`src/rtl/clocks_pkg.sv`:
```
// clocks_pkg
// Shared definitions for the clock-divider phase monitor:
//   - monitor FSM state encoding
//   - PHASE_W, the width of the divider phase
//   - DIV_RESET_PHASE, the phase the divider presents while held in reset
//   - phase_from_clocks(), which rebuilds the 3-bit divider phase from the
//     three phase-carrying divider outputs
// Optional feature macro used by this block: CLKMON_68K_CHECK_EN.
package clocks_pkg;

  localparam int PHASE_W = 3;
  localparam logic [PHASE_W-1:0] DIV_RESET_PHASE = 3'd4;

  typedef enum logic [1:0] {
    ST_UNLOCK  = 2'd0,
    ST_ACQUIRE = 2'd1,
    ST_LOCKED  = 2'd2
  } mon_state_e;

  // CLK_12M is phase bit 0 and CLK_6MB is the inverse of phase bit 1.
  // CLK_1MB is high for phases 1..4, so it only gives bit 2 directly at
  // phase 4/0 (low bits 00); for every other phase it is the inverse.
  function automatic logic [PHASE_W-1:0] phase_from_clocks(
    input logic clk_12m,
    input logic clk_6mb,
    input logic clk_1mb
  );
    logic [PHASE_W-1:0] p;
    p[0] = clk_12m;
    p[1] = ~clk_6mb;
    p[2] = (p[1:0] == 2'b00) ? clk_1mb : ~clk_1mb;
    return p;
  endfunction

endpackage

```
`src/rtl/clk_phase_decode.sv`:
```
// clk_phase_decode
// Samples the monitored divider outputs once per CLK_24M edge and decodes
// the divider phase from the sampled bits.
// Ports:
//   i_clk       CLK_24M master clock
//   i_rst       synchronous active-high reset
//   i_clk_12m   monitored CLK_12M
//   i_clk_68k   monitored CLK_68KCLK (only with CLKMON_68K_CHECK_EN)
//   i_clk_6mb   monitored CLK_6MB
//   i_clk_1mb   monitored CLK_1MB
//   o_phase     decoded phase of the current stage-1 sample
//   o_valid     sample is self-consistent (68k clock is ~12M when checked)
// Macro CLKMON_68K_CHECK_EN: when defined, the 68k clock is sampled and
// checked; otherwise o_valid is constant 1.
module clk_phase_decode
  import clocks_pkg::*;
(
  input  logic               i_clk,
  input  logic               i_rst,
  input  logic               i_clk_12m,
`ifdef CLKMON_68K_CHECK_EN
  input  logic               i_clk_68k,
`endif
  input  logic               i_clk_6mb,
  input  logic               i_clk_1mb,
  output logic [PHASE_W-1:0] o_phase,
  output logic               o_valid
);

  logic r_s12m;
  logic r_s6mb;
  logic r_s1mb;

  // Reset values are the clock levels of phase 0, so the decode is 0
  // (and, when checked, valid) while in reset.
  always_ff @(posedge i_clk) begin
    if (i_rst) begin
      r_s12m <= 1'b0;
      r_s6mb <= 1'b1;
      r_s1mb <= 1'b0;
    end else begin
      r_s12m <= i_clk_12m;
      r_s6mb <= i_clk_6mb;
      r_s1mb <= i_clk_1mb;
    end
  end

  assign o_phase = phase_from_clocks(r_s12m, r_s6mb, r_s1mb);

`ifdef CLKMON_68K_CHECK_EN
  logic r_s68k;

  always_ff @(posedge i_clk) begin
    if (i_rst) begin
      r_s68k <= 1'b1;
    end else begin
      r_s68k <= i_clk_68k;
    end
  end

  assign o_valid = (r_s68k == ~r_s12m);
`else
  assign o_valid = 1'b1;
`endif

endmodule

```
`src/rtl/clk_phase_monitor.sv`:
```
// clk_phase_monitor
// Checks the system clock divider outputs from the CLK_24M domain: decodes
// the divider phase, locks a free-running (flywheel) phase counter onto it
// and flags every divergence once locked.
// Parameters:
//   LOCK_CYCLES  consecutive matching phases needed for lock (1..255)
//   MAX_MISS     consecutive mismatches in lock that drop lock (1..15)
//   ERR_W        width of ERR_COUNT
// Ports:
//   CLK_24M      master clock, all logic on its rising edge
//   RESETP       synchronous active-high reset
//   CLK_12M, CLK_68KCLK, CLK_6MB, CLK_1MB   monitored divider outputs
//   LOCKED       flywheel locked
//   PHASE        flywheel phase when locked, decoded phase otherwise
//   ERR          one-cycle pulse per mismatch while locked
//   ERR_COUNT    saturating mismatch count
// Macro CLKMON_68K_CHECK_EN: when defined, a 68k clock that is not the
// inverse of CLK_12M makes the sample a mismatch; otherwise CLK_68KCLK is
// ignored.
module clk_phase_monitor
  import clocks_pkg::*;
#(
  parameter int LOCK_CYCLES = 16,
  parameter int MAX_MISS    = 2,
  parameter int ERR_W       = 16
) (
  input  logic               CLK_24M,
  input  logic               RESETP,
  input  logic               CLK_12M,
  input  logic               CLK_68KCLK,
  input  logic               CLK_6MB,
  input  logic               CLK_1MB,
  output logic               LOCKED,
  output logic [PHASE_W-1:0] PHASE,
  output logic               ERR,
  output logic [ERR_W-1:0]   ERR_COUNT
);

  localparam logic [7:0] LOCK_LIMIT = 8'(LOCK_CYCLES);
  localparam logic [3:0] MISS_LIMIT = 4'(MAX_MISS);

  logic [PHASE_W-1:0] w_d;
  logic               w_v;
  logic               w_match;

  clk_phase_decode u_decode (
    .i_clk     (CLK_24M),
    .i_rst     (RESETP),
    .i_clk_12m (CLK_12M),
`ifdef CLKMON_68K_CHECK_EN
    .i_clk_68k (CLK_68KCLK),
`endif
    .i_clk_6mb (CLK_6MB),
    .i_clk_1mb (CLK_1MB),
    .o_phase   (w_d),
    .o_valid   (w_v)
  );

`ifdef CLKMON_68K_CHECK_EN
`else
  logic w_unused_68k;
  assign w_unused_68k = CLK_68KCLK;
`endif

  mon_state_e         r_state;
  mon_state_e         w_state_nxt;
  logic [PHASE_W-1:0] r_pred;
  logic [PHASE_W-1:0] w_pred_nxt;
  logic [7:0]         r_match_cnt;
  logic [7:0]         w_match_nxt;
  logic [3:0]         r_miss_cnt;
  logic [3:0]         w_miss_nxt;
  logic               w_err_nxt;
  logic [ERR_W-1:0]   w_err_count_nxt;

  logic               r_locked;
  logic [PHASE_W-1:0] r_phase;
  logic               r_err;
  logic [ERR_W-1:0]   r_err_count;

  assign w_match = w_v && (w_d == r_pred);

  always_comb begin
    w_state_nxt = r_state;
    w_pred_nxt  = r_pred;
    w_match_nxt = r_match_cnt;
    w_miss_nxt  = r_miss_cnt;
    w_err_nxt   = 1'b0;
    case (r_state)
      ST_UNLOCK: begin
        w_pred_nxt  = w_d + 3'd1;
        w_match_nxt = '0;
        w_state_nxt = ST_ACQUIRE;
      end
      ST_ACQUIRE: begin
        if (w_match) begin
          w_match_nxt = r_match_cnt + 8'd1;
          w_pred_nxt  = r_pred + 3'd1;
          if (w_match_nxt == LOCK_LIMIT) begin
            w_state_nxt = ST_LOCKED;
            w_miss_nxt  = '0;
          end
        end else begin
          w_match_nxt = '0;
          w_pred_nxt  = w_d + 3'd1;
        end
      end
      ST_LOCKED: begin
        // Flywheel: the prediction keeps counting regardless of what the
        // decoder sees, so PHASE stays continuous through glitches.
        w_pred_nxt = r_pred + 3'd1;
        if (w_match) begin
          w_miss_nxt = '0;
        end else begin
          w_err_nxt  = 1'b1;
          w_miss_nxt = r_miss_cnt + 4'd1;
          if (w_miss_nxt == MISS_LIMIT) begin
            w_state_nxt = ST_UNLOCK;
          end
        end
      end
      default: begin
        w_state_nxt = ST_UNLOCK;
      end
    endcase
    w_err_count_nxt = r_err_count;
    if (w_err_nxt && !(&r_err_count)) begin
      w_err_count_nxt = r_err_count + 1'b1;
    end
  end

  always_ff @(posedge CLK_24M) begin
    if (RESETP) begin
      r_state     <= ST_UNLOCK;
      r_pred      <= '0;
      r_match_cnt <= '0;
      r_miss_cnt  <= '0;
      r_locked    <= 1'b0;
      r_phase     <= '0;
      r_err       <= 1'b0;
      r_err_count <= '0;
    end else begin
      r_state     <= w_state_nxt;
      r_pred      <= w_pred_nxt;
      r_match_cnt <= w_match_nxt;
      r_miss_cnt  <= w_miss_nxt;
      r_locked    <= (r_state == ST_LOCKED);
      // While locked r_pred is the expected phase of the current sample.
      r_phase     <= (r_state == ST_LOCKED) ? r_pred : w_d;
      r_err       <= w_err_nxt;
      r_err_count <= w_err_count_nxt;
    end
  end

  assign LOCKED    = r_locked;
  assign PHASE     = r_phase;
  assign ERR       = r_err;
  assign ERR_COUNT = r_err_count;

endmodule

```
`config.mk`:
```
export PLATFORM = sky130hd
export DESIGN_NAME = clk_phase_monitor
export DESIGN_NICKNAME = d
export VERILOG_FILES = /design/src/rtl/clocks_pkg.sv /design/src/rtl/clk_phase_decode.sv /design/src/rtl/clk_phase_monitor.sv
export SDC_FILE = /design/constraint.sdc
export NUM_CORES = 1
export LEC_CHECK = 0
export ABC_AREA = 0
export CORE_MARGIN = 2
export CORE_UTILIZATION = 58
export CTS_BUF_LIST = sky130_fd_sc_hd__clkbuf_2 sky130_fd_sc_hd__clkbuf_4 sky130_fd_sc_hd__clkbuf_8
export CTS_CLUSTER_SIZE = 14
export DETAILED_ROUTE_END_ITERATION = 10
export DONT_BUFFER_PORTS = 1
export HOLD_SLACK_MARGIN = 0.1
export PLACE_DENSITY = 0.74
export SLEW_MARGIN = 15
export SYNTH_ARGS = -nofsm -noshare
export SYNTH_HDL_FRONTEND = slang
export SYNTH_SLANG_ARGS = --single-unit
export TNS_END_PERCENT = 5
```
`constraint.sdc`:
```
create_clock -name CLK_24M -period 4.5 [get_ports CLK_24M]
set_input_delay 0.225 -clock CLK_24M [delete_from_list [all_inputs] [get_ports CLK_24M]]
set_output_delay 0.225 -clock CLK_24M [all_outputs]
set_load 0.005 [all_outputs]
```
Word level (Yosys, flattened, before mapping) --
Index checks and enable logic that the tools add are counted.
Storage, ports and cells: register bits after elaboration 41, output and inout bits 21, logic and storage cells 54
Operators by class: add/sub/neg operators 5, equality and inequality tests 9, multiplexer cells 17, bitwise operators 2, reductions and logical operators 10
Operator list (count):
- adder 16 x 1 -> 16 bit (second input constant) | 1
- one-hot mux 8 bit (2 select lines) | 1
- AND reduction 16 bit | 1
- two-way mux 4 bit | 3
- one-hot mux 3 bit (3 select lines) | 1
- adder 8 x 1 -> 8 bit (second input constant) | 1
- == test 8 x 5 -> 1 bit (second input constant) | 1
- two-way mux 2 bit | 4
- two-way mux 8 bit | 1
- != test 2 bit (second input constant) | 4
- one-hot mux 4 bit (2 select lines) | 1
- adder 3 x 1 -> 3 bit (second input constant) | 2
- two-way mux 3 bit | 2
- one-hot mux 2 bit (3 select lines) | 1
- adder 4 x 1 -> 4 bit (second input constant) | 1
- == test 4 x 2 -> 1 bit (second input constant) | 1
- logical NOT 2 bit | 2
- AND reduction 4 bit | 1
- nonzero test 2 bit | 2
- == test 3 bit | 1
- two-way mux 1 bit | 3
- AND reduction 3 bit | 1
- nonzero test 3 bit | 1
- == test 2 x 1 -> 1 bit (second input constant) | 1
- other kinds (4) | 5

Logic depth before layout (Yosys ltp) --
depth in word-level cells 7, mapped depth 8

Cells and area by module --
From an unflattened synthesis, not the netlist that was laid out.
Second synthesis, totals: cell total of the unflattened synthesis 258, area total of the unflattened synthesis 2294.7 µm²
By module, submodules not included:
- clk_phase_monitor | times used 1, cells an instance 246, area an instance 2170.8 µm², sequential area each 760.7 µm²
- clk_phase_decode | times used 1, cells an instance 12, area an instance 123.9 µm², sequential area each 60.1 µm²

Worst setup path before layout --
No wires, ideal clock.
kind register -> register, from register u_decode.r_s12m, to register r_state[0], arrival 2.032 ns, setup slack 2.346 ns, cell stages (with the launch flop) 8, clock period less this slack 2.154 ns, cells stage by stage dfxtp_1 > inv_1 > ha_1 > xor3_2 > nand3_2 > or4_1 > a211o_1 > o311a_1
Between the ends: cells in the longest elaborated chain, start to end 5, elaborated cells between the ends (all ways) 6, those cells by class eq/ne (3); mux (1); reduce/logical (2)
RTL lines:
- from (decl) | RTL line clk_phase_decode.sv:30 | logic r_s12m;
- from (signal assigned) | RTL line clk_phase_decode.sv:42 | r_s12m <= i_clk_12m;
- logical NOT 2 bit | RTL line clocks_pkg.sv:31 | p[2] = (p[1:0] == 2'b00) ? clk_1mb : ~clk_1mb;
- two-way mux 1 bit | RTL line clocks_pkg.sv:31
- == test 3 bit (*) | RTL line clk_phase_monitor.sv:81 | assign w_match = w_v && (w_d == r_pred);
- != test 2 bit (no line)
- AND reduction 4 bit (no line) (*)
- to (signal assigned) | RTL line clk_phase_monitor.sv:143 | r_state <= w_state_nxt;
- to (decl) | RTL line clk_phase_monitor.sv:65 | mon_state_e r_state;
Every way passes the cells marked *; elsewhere a longest branch is shown, timed or not. A chain may end at the register's enable or synchronous reset.

Final worst setup path --
from register u_decode.r_s12m, to register r_err_count[13] (netlist: ERR_COUNT[13])
Between the ends: cells in the longest elaborated chain, start to end 6
RTL lines:
- logical NOT 2 bit | RTL line clocks_pkg.sv:31
- two-way mux 1 bit | RTL line clocks_pkg.sv:31
- == test 3 bit (*) | RTL line clk_phase_monitor.sv:81
- two-way mux 1 bit (*) | RTL line clk_phase_monitor.sv:112 | if (w_match) begin
- two-way mux 1 bit (*) | RTL line clk_phase_monitor.sv:89 | case (r_state)
- logical AND 1 bit (*) | RTL line clk_phase_monitor.sv:127 | if (w_err_nxt && !(&r_err_count)) begin
- to (signal assigned) | RTL line clk_phase_monitor.sv:151 | r_err_count <= w_err_count_nxt;
- to (decl) | RTL line clk_phase_monitor.sv:79 | logic [ERR_W-1:0] r_err_count;
Marked as above.

==> results.yml <==
clock_network:
  post-cts-setup-buffers: 0
  cts_hold_buf: 5
  htreeDepth: 2
  clockBufferDepth: 2
  cts.clk_slew.worst_paths_ns: 0.08
  cts-root-buf: "clkbuf_8"
  cts_resized: 0
  cts.sinks: 41
  clk_latency_ns: 0.28
  cts_tree: "yes"
  cts_buffers: 5
hold_path:
  worstHoldStart: "RESETP"
  hp-class: "in -> reg"
floorplan:
  die-width_um: 65.9
  fp.dieH_um: 65.9
  dieArea_um2: 4340
  ios: 27
  core_area_um2: 3660
  rows: 22
  start_util: 0.607
critical_path:
  cp-startpoint: "u_decode.r_s12m"
  crit_slowest_cell: "o31ai_4"
  cp_data_required_time_ns: 4.68
  max_stage_delay_ns: 0.62
  cp_cell_sequence: "inv_1 -> ha_1 -> xnor3_4 -> o31ai_4 -> a21oi_1 -> and3b_1 -> o21a_1"
  crit_type: "reg -> reg"
  critical_path.top_delay_family: "compound AO/OA/AOI/OAI gates"
  crit_arrival_ns: 2.78
  cp-start-kind: "register"
  path_buf_inv: 1
  rr_startpoint: "u_decode.r_s12m"
  critPathCaptureType: "register"
  crit_fanout: 19
timing:
  hold_viol: 0
  worst_pin_slew_ns: 0.728
  finalSetupViolations: 0
  max_slew_margin: 0.515
  slew_violations: 0
  max_clock_freq_mhz: 386
  fin_skew_ns: 0.00548
  setup_tns_ns: 0
  period_minus_slack_ns: 2.59
  rsz0062_at_grt: "false"
  period_share: 0.576
grt:
  grt_pass1_vias: 1597
  grt-ovfl-total: 0
  grt_max_degree: 35
  grt_use_total: 0.212
  antenna_found_initial: 0
  grt_pass1_wl_mm: 7.23
synth:
  syn_nets: 273
  yosysUniqueCellTypes: 56
  synthArstFlopShare: 0
  synth.avg_cell_area_um2: 8.68
  netlist_instances: 256
  netlist_area_um2: 2220
  synth_edf_count: 0
  synth-seq-area-share: 0.369
  synth-main-ff-cell: "dfxtp_1"
  ys_ff_latch: 41
  yosysWarnings: 0
route:
  drc_errors: 0
  num_vias: 1785
  drt_iter0_markers: 120
  first_pass_iters: 4
  routed_wirelength_mm: 4.24
  antenna_left: 0
  viasPerCell: 5.85
  wl_per_cell_um: 13.9
layout:
  fill_cells: 329
  final_cells: 305
  seqCellArea_um2: 821
  drive_above_1_share: 0.0623
  antenna_cells: 0
  final_common_cell: "dfxtp_1"
  nets: 274
  multi_input_area_um2: 1310
  final_cell_mix: "dfxtp_1, nor2_1, xnor2_1, nand2_1, inv_1"
  syn2layout_area_growth_pct: 7.38
placed_design:
  gp_congestion: 0.801
  placedCellCount: 293
  dp_hpwl_mm: 2.95
  io_buffers: 0
power:
  p_per_area_nw_per_um2: 298
  peakVddDrop_uv: 244
  p_leak_nw: 0.842
status:
  status: "finished clean"
flow_run:
  max_cap_viol_count: 0
cell usage after synthesis, drive strengths merged, types with 5 or more instances:
cell / count / area share
a211oi: 6 / 0.020
a21oi: 12 / 0.027
clkbuf: 7 / 0.012
dfxtp: 41 / 0.37
ha: 11 / 0.062
inv: 13 / 0.022
nand2: 15 / 0.025
nand3: 10 / 0.025
nor2: 36 / 0.061
nor3: 5 / 0.011
nor4: 5 / 0.014
xnor2: 15 / 0.059
layer usage:
metal	vias to the layer above	GRT usage	share of wire	wire length, µm
met1	822	0.290	0.50	2110
met3	4	0.0443	0.044	188
met2	34	0.335	0.45	1910
met5	-	0	0	0
met4	0	0.0625	0.0059	25
li1	925	-	-	-
worst paths after layout:
kind | to | slack (ns) | cells after the start
worst max-delay path | ERR_COUNT[13] | 1.91 | 7
worst min-delay path | r_miss_cnt[3] | 0.15 | 2
worst max register to register | ERR_COUNT[13] | 1.91 | 7
worst min register to register | r_match_cnt[7] | 0.50 | 1
flip-flops by register name (all words and copies together) (netlist names):
name / cells
LOCKED: 1
u_decode.r_s1mb: 1
PHASE: 3
ERR: 1
ERR_COUNT: 16
u_decode.r_s12m: 1
r_match_cnt: 8
r_state: 2
r_miss_cnt: 4
u_decode.r_s6mb: 1
r_pred: 3
cell families after synthesis:
logic type / count (synthesis) / synth area share
AOI/OAI and AO/OA: 53 / 0.175
DFF: 41 / 0.369
muxes: 3 / 0.0135
xor gates and xnor gates: 20 / 0.0940
buffers and inverters: 24 / 0.0428
adders and majority gates: 11 / 0.0619
and+or+nand+nor: 104 / 0.243
metrics by stage:
step / cell area, µm² / total power [mW] / hold WS, ns / setup slack, ns / util
finish: 2390 / 0.710 / 0.151 / 1.91 / 0.652
global route: 2390 / 0.743 / 0.150 / 1.75 / 0.652
CTS: 2390 / 0.716 / 0.144 / 1.88 / 0.652
detailed placement: 2240 / 0.465 / 0.301 / 1.89 / 0.611
global placement: 2240 / 0.464 / 0.298 / 1.92 / 0.611
floorplan: 2220 / 0.455 / 0.329 / 2.35 / -
power breakdown:
| part | switching (mW) | leakage, nW | internal [mW] | total (mW) |
|---|---|---|---|---|
| sequential | 0.00998 | 0.333 | 0.370 | 0.380 |
| combinational | 0.0491 | 0.466 | 0.0373 | 0.0864 |
| clock | 0.123 | 0.0433 | 0.121 | 0.244 |
cell type report:
| class | instances | area share |
|---|---|---|
| multi-input combinational | 191 | 0.547 |
| sequential | 41 | 0.344 |
| clock buffer | 6 | 0.0346 |
| timing repair buffer | 5 | 0.0252 |
| tap | 48 | 0.0252 |
| inverter | 13 | 0.0205 |
| clock inverter | 1 | 0.00315 |
Note: power is estimated with default switching activity, not from simulation.
